`src/rtl/conf_mul_pkg.sv`:
```
// Shared definitions for the configurable integer multiplier pipeline.
//   mode_e   : per-beat operand treatment (accurate / approximate-lsb / upper-chunk / reserved)
//   OP_CNT_W : width of the consumed-result counter
package conf_mul_pkg;

   typedef enum logic [1:0] {
      MODE_ACC   = 2'b00,
      MODE_APX   = 2'b01,
      MODE_UPPER = 2'b10,
      MODE_RSVD  = 2'b11
   } mode_e;

   localparam int unsigned OP_CNT_W = 16;

endpackage

```
`src/rtl/conf_int_mul_core.sv`:
```
// Purely combinational full-width signed multiplier.
//   a_i, b_i : signed operands, WIDTH bits each
//   prod_o   : signed product, 2*WIDTH bits
module conf_int_mul_core #(
   parameter int WIDTH = 24
) (
   input  logic signed [WIDTH-1:0]   a_i,
   input  logic signed [WIDTH-1:0]   b_i,
   output logic signed [2*WIDTH-1:0] prod_o
);

   always_comb begin
      prod_o = a_i * b_i;
   end

endmodule

```
`src/rtl/conf_int_mul_pipe.sv`:
```
// Two-stage signed multiplier with per-beat approximation modes and valid/ready flow control.
// Stage 1 holds the masked operands, stage 2 holds the full product; p/ovf are a window of it.
// Optional feature: define CONF_MUL_ROUND_EN for round-half-up windowing (default truncates).
//   clk, racc_n         : clock, asynchronous active-low reset
//   in_valid, in_ready  : input handshake
//   a, b                : signed operands
//   mode, apx_bits      : per-beat operand mode and LSB-zeroing count for approximate mode
//   out_valid, out_ready: output handshake
//   p, ovf              : product window and window-overflow flag
//   op_cnt              : wrapping count of consumed results
module conf_int_mul_pipe
   import conf_mul_pkg::*;
#(
   parameter int OP_BITWIDTH        = 16,
   parameter int DATA_PATH_BITWIDTH = 24,
   parameter int OUT_BITWIDTH       = 32,
   parameter int OUT_SHIFT          = 8
) (
   input  logic                                    clk,
   input  logic                                    racc_n,
   input  logic                                    in_valid,
   output logic                                    in_ready,
   input  logic signed [DATA_PATH_BITWIDTH-1:0]    a,
   input  logic signed [DATA_PATH_BITWIDTH-1:0]    b,
   input  logic [1:0]                              mode,
   input  logic [$clog2(DATA_PATH_BITWIDTH+1)-1:0] apx_bits,
   output logic                                    out_valid,
   input  logic                                    out_ready,
   output logic [OUT_BITWIDTH-1:0]                 p,
   output logic                                    ovf,
   output logic [OP_CNT_W-1:0]                     op_cnt
);

   localparam int DW      = DATA_PATH_BITWIDTH;
   localparam int PW      = 2 * DW;
   localparam int TOP     = OUT_SHIFT + OUT_BITWIDTH;
   localparam int RND_IDX = (OUT_SHIFT > 0) ? OUT_SHIFT - 1 : 0;

   logic                 s1_valid_q, s1_valid_d;
   logic signed [DW-1:0] s1_a_q, s1_a_d;
   logic signed [DW-1:0] s1_b_q, s1_b_d;
   logic                 s2_valid_q, s2_valid_d;
   logic signed [PW-1:0] prod_q, prod_d;
   logic [OP_CNT_W-1:0]  op_cnt_q, op_cnt_d;

   logic                 s1_adv;
   logic                 accept;
   logic                 consume;
   int                   zero_cnt;
   logic [DW-1:0]        keep_mask;

   // Handshake: stage 1 moves on when stage 2 is empty or draining this cycle.
   always_comb begin
      s1_adv   = s1_valid_q && (!s2_valid_q || out_ready);
      in_ready = !s1_valid_q || s1_adv;
      accept   = in_valid && in_ready;
      consume  = s2_valid_q && out_ready;
   end

   // Number of operand LSBs forced to zero for this beat.
   always_comb begin
      zero_cnt = 0;
      case (mode_e'(mode))
         MODE_APX:   zero_cnt = (int'(apx_bits) > DW) ? DW : int'(apx_bits);
         MODE_UPPER: zero_cnt = DW - OP_BITWIDTH;
         default:    zero_cnt = 0;
      endcase
      for (int i = 0; i < DW; i++) begin
         keep_mask[i] = (i >= zero_cnt);
      end
   end

   always_comb begin
      s1_valid_d = s1_valid_q;
      s1_a_d     = s1_a_q;
      s1_b_d     = s1_b_q;
      if (accept) begin
         s1_valid_d = 1'b1;
         s1_a_d     = a & keep_mask;
         s1_b_d     = b & keep_mask;
      end else if (s1_adv) begin
         s1_valid_d = 1'b0;
      end
   end

   conf_int_mul_core #(
      .WIDTH (DW)
   ) u_core (
      .a_i    (s1_a_q),
      .b_i    (s1_b_q),
      .prod_o (prod_d)
   );

   always_comb begin
      s2_valid_d = s2_valid_q;
      if (s1_adv) begin
         s2_valid_d = 1'b1;
      end else if (consume) begin
         s2_valid_d = 1'b0;
      end
      op_cnt_d = consume ? op_cnt_q + OP_CNT_W'(1) : op_cnt_q;
   end

   always_ff @(posedge clk or negedge racc_n) begin
      if (!racc_n) begin
         s1_valid_q <= 1'b0;
         s1_a_q     <= '0;
         s1_b_q     <= '0;
         s2_valid_q <= 1'b0;
         prod_q     <= '0;
         op_cnt_q   <= '0;
      end else begin
         s1_valid_q <= s1_valid_d;
         s1_a_q     <= s1_a_d;
         s1_b_q     <= s1_b_d;
         s2_valid_q <= s2_valid_d;
         if (s1_adv) begin
            prod_q <= prod_d;
         end
         op_cnt_q   <= op_cnt_d;
      end
   end

   // Window extraction from the held product; one extra sign bit absorbs a rounding carry.
   logic signed [PW:0] rnd_val;
   logic               unused_lsb;

   always_comb begin
      rnd_val = {prod_q[PW-1], prod_q};
`ifdef CONF_MUL_ROUND_EN
      if (OUT_SHIFT > 0) begin
         rnd_val = rnd_val + ({{PW{1'b0}}, prod_q[RND_IDX]} << OUT_SHIFT);
      end
`endif
      p   = rnd_val[OUT_SHIFT +: OUT_BITWIDTH];
      ovf = 1'b0;
      for (int i = TOP; i <= PW; i++) begin
         if (rnd_val[i] != rnd_val[TOP-1]) begin
            ovf = 1'b1;
         end
      end
      unused_lsb = 1'b0;
      for (int i = 0; i < OUT_SHIFT; i++) begin
         unused_lsb = unused_lsb ^ rnd_val[i];
      end
   end

   assign out_valid = s2_valid_q;
   assign op_cnt    = op_cnt_q;

endmodule
```
`config.mk`:
```
export PLATFORM = sky130hd
export DESIGN_NAME = conf_int_mul_pipe
export DESIGN_NICKNAME = d
export VERILOG_FILES = /design/src/rtl/conf_mul_pkg.sv /design/src/rtl/conf_int_mul_core.sv /design/src/rtl/conf_int_mul_pipe.sv
export SDC_FILE = /design/constraint.sdc
export NUM_CORES = 2
export LEC_CHECK = 0
export CORE_MARGIN = 4
export CORE_UTILIZATION = 48
export DETAILED_ROUTE_END_ITERATION = 10
export GPL_TIMING_DRIVEN = 0
export PLACE_DENSITY = 0.68
export SYNTH_ARGS = -nofsm -noshare
export SYNTH_HDL_FRONTEND = slang
export SYNTH_SLANG_ARGS = --single-unit
```
`constraint.sdc`:
```
create_clock -name clk -period 7.3 [get_ports clk]
set_input_delay 1.46 -clock clk [delete_from_list [all_inputs] [get_ports clk]]
set_output_delay 1.46 -clock clk [all_outputs]
set_load 0.05 [all_outputs]
```
==> reports/qor.csv <==
stage,metric,value,unit
worst_setup_path,critPathMaxFanout,10,
drt,avgViaCountPerCell,5.48,
drt,antenna_left,0,
timing,hold_slack,474,ps
floorplan,die_area,57600,sq um
global_routing,overflow,0,
min_path,hp-class,flip-flop to flip-flop,
logic_synthesis,synth_seq_cells,106,
worst_setup_path,worst_path_most_repeated_cell,fa_1,
global_routing,grt_antenna_before_repair,5,
finish,drive_gt1_frac,0.113,
finish,fin_cells,3672,
status,status,"finished, final reports clean",
timing,fin_crit,7180,ps
timing,setup_violations,0,
clocking,cts-root-buf,clkbuf_16,
logic_synthesis,postSynth.asyncResetShare,1.00,
timing,finalClockSkew,7.02,ps
worst_setup_path,cp-end-kind,flip-flop,
floorplan,die_y,240,um
logic_synthesis,synth_most_common_cell,inv_1,
clocking,cts.sinks,106,
clocking,cts_tree,yes,
worst_setup_path,r2r_slack,120,ps
clocking,cts_buffers,9,
finish,area_growth,13.7,%
timing,max-slew-margin-rel,0.525,
flow_run,max_cap_viol_count,0,
timing,timing.fmax,0.139,GHz
placed_design,pre_cts_slack,-1290,ps
logic_synthesis,avgSynthCellArea,9.20,sq um
logic_synthesis,netlist.area_leader.share,0.469,
finish,nets,3776,
drt,wl_per_cell,23.4,um
worst_setup_path,max_stage_delay,650,ps
clocking,cts.clk_slew.worst_paths,80,ps
floorplan,io_pins,110,
floorplan,core-area,53000,sq um
drt,finalWirelength,85800,um
worst_setup_path,crit_path_start,s1_b_q[4]$_DFFE_PN0P_,
logic_synthesis,netlist_area,25900,sq um
worst_setup_path,crit_required,7530,ps
floorplan,die_w,240,um
timing,worst_slew_pin_slew,713,ps
worst_setup_path,timing.rr.start,s1_b_q[4]$_DFFE_PN0P_,
logic_synthesis,ys.flop_type,dfrtp_1,
placed_design,port_buffers,109,
floorplan,num_rows,84,
drt,num_vias,20100,
global_routing,grt_max_degree,58,
logic_synthesis,synth_cell_types,65,
finish,final_area,29400,sq um
drt,route.detailed.drc,0,
logic_synthesis,synth_area_leaders,"fa_1, dfrtp_1, inv_1",
worst_setup_path,worstSetupPathType,flip-flop to flip-flop,
placed_design,gp_congestion,1.03,
clocking,h-tree-depth,3,
min_path,worstHoldStart,op_cnt[15]$_DFFE_PN0P_,
worst_setup_path,start_kind,flip-flop,
timing,post-route-period-util,0.984,
worst_setup_path,arrival,7410,ps
logic_synthesis,ys_warn_count,0,
placed_design,dp.cells,3608,
worst_setup_path,cpMaxStageDelayCell,fa_2,
finish,nFillCells,4851,
logic_synthesis,yosysSeqAreaShare,0.103,
worst_setup_path,worstPathCellList,"clkbuf_4, nand2_1, fa_1, fa_1, fa_1, fa_2, inv_1, fa_1, fa_1, inv_1, fa_2, inv_1, ha_4, nand4_1, or3_4, nor2_1, a22oi_2, a31o_4, o21ai_2, mux2i_1, o311ai_1",
clocking,cts.path.max_buffers,2,
global_routing,grt_usage,0.311,
global_routing,grt_pass1_wl,133000,um
timing,slew_viol_final,0,
logic_synthesis,synth_edf_count,0,
logic_synthesis,ys_top_cells_by_count,"inv_1, fa_1, nand2_1",
drt,dr.pass1.iters,5,
drt,drtIter0Drc,1635,
global_routing,grt_pass1_vias,21900,
floorplan,initial_utilization,0.488,
timing,hold_viol,0,
logic_synthesis,syn_nets,3608,
placed_design,placed_area,27800,sq um
timing,worst_slack,119,ps
logic_synthesis,yosysTopAreaCell,fa_1,
clocking,clk_latency,370,ps
placed_design,dpl.hpwl,71500,um
logic_synthesis,syn-instance-count,2810,
## registers in the layout (all words and copies together) (netlist names)
name,flops
s1_b_q,24
s1_valid_q,1
s1_a_q,24
out_valid,1
op_cnt,16
prod_q,40
## through the flow
stage                util  TNS, ps
finish              0.555        0
CTS                 0.544    -4.99
detailed placement  0.525   -20230
global route        0.555    -33.2
floorplan               -        0
global placement    0.525   -19560
## final cells by class
class	count	area, sq um	share of cell area
clock inverters	5	48.8	0.00166
inverters	642	2410	0.0822
multi-input cells	1896	20400	0.694
plain buffers	151	1140	0.0387
well taps	688	861	0.0293
flip-flops and latches	106	2720	0.0924
clock buffers	10	229	0.00779
repair buffers	172	1590	0.0539
diodes	2	5.00	0.000170
## placed cells by master, fill, tap and decap left out, types with 32 or more instances in the layout
master / count
o21ai_0: 75
dfrtp_1: 59
clkdlybuf4s50_1: 108
inv_1: 639
a21oi_1: 48
dfrtp_2: 45
nand2_1: 417
nor2_1: 53
buf_4: 119
xnor2_1: 38
and2_1: 268
fa_1: 582
clkbuf_4: 32
ha_1: 118
## repair_timing
item,in CTS,in global routing
gates resized for setup,254,142
buffers inserted,25,37
setup endpoints to repair,29,23
pin swaps,6,26
cloned,0,0
hold buffers,0,0
## final timing paths
| path | end | depth (start not counted) |
|---|---|---|
| min in group asynchronous | prod_q[43]$_DFFE_PN0P_ | 1 |
| setup reg to reg | prod_q[45]$_DFFE_PN0P_ | 21 |
| hold reg to reg | op_cnt[15]$_DFFE_PN0P_ | 1 |
| setup / recovery | prod_q[45]$_DFFE_PN0P_ | 21 |
| hold / removal | op_cnt[15]$_DFFE_PN0P_ | 1 |
| max in group asynchronous | s1_b_q[16]$_DFFE_PN0P_ | 2 |
## layer usage
layer	part of all wire	up-vias	GRT usage
li1	-	8599	-
met1	0.40	10300	0.431
met2	0.45	1063	0.485
met3	0.10	199	0.0769
met4	0.043	4	0.105
met5	0.00020	-	0
## logic make-up (layout without fill, tap and decap cells)
kind of cell	count (synthesis)	in the layout	synth area share
simple gates	849	849	0.159
buf+inv	808	980	0.122
fa+ha+maj	739	739	0.534
compound gates	241	241	0.0598
flops	106	106	0.103
xor+xnor	61	61	0.0207
mux	6	6	0.00247
other cells	0	2	0
## worst max-delay path, delay by kind of cell, from the launching register on
kind | cells | cell delay [ps]
flops | 1 | 530
fa+ha+maj | 8 | 4150
simple gates | 4 | 900
buf+inv | 4 | 520
mux | 1 | 190
compound gates | 4 | 730
Power is not shown: default switching activity piles up to over one toggle a cycle in this logic, so the estimate is an artifact.
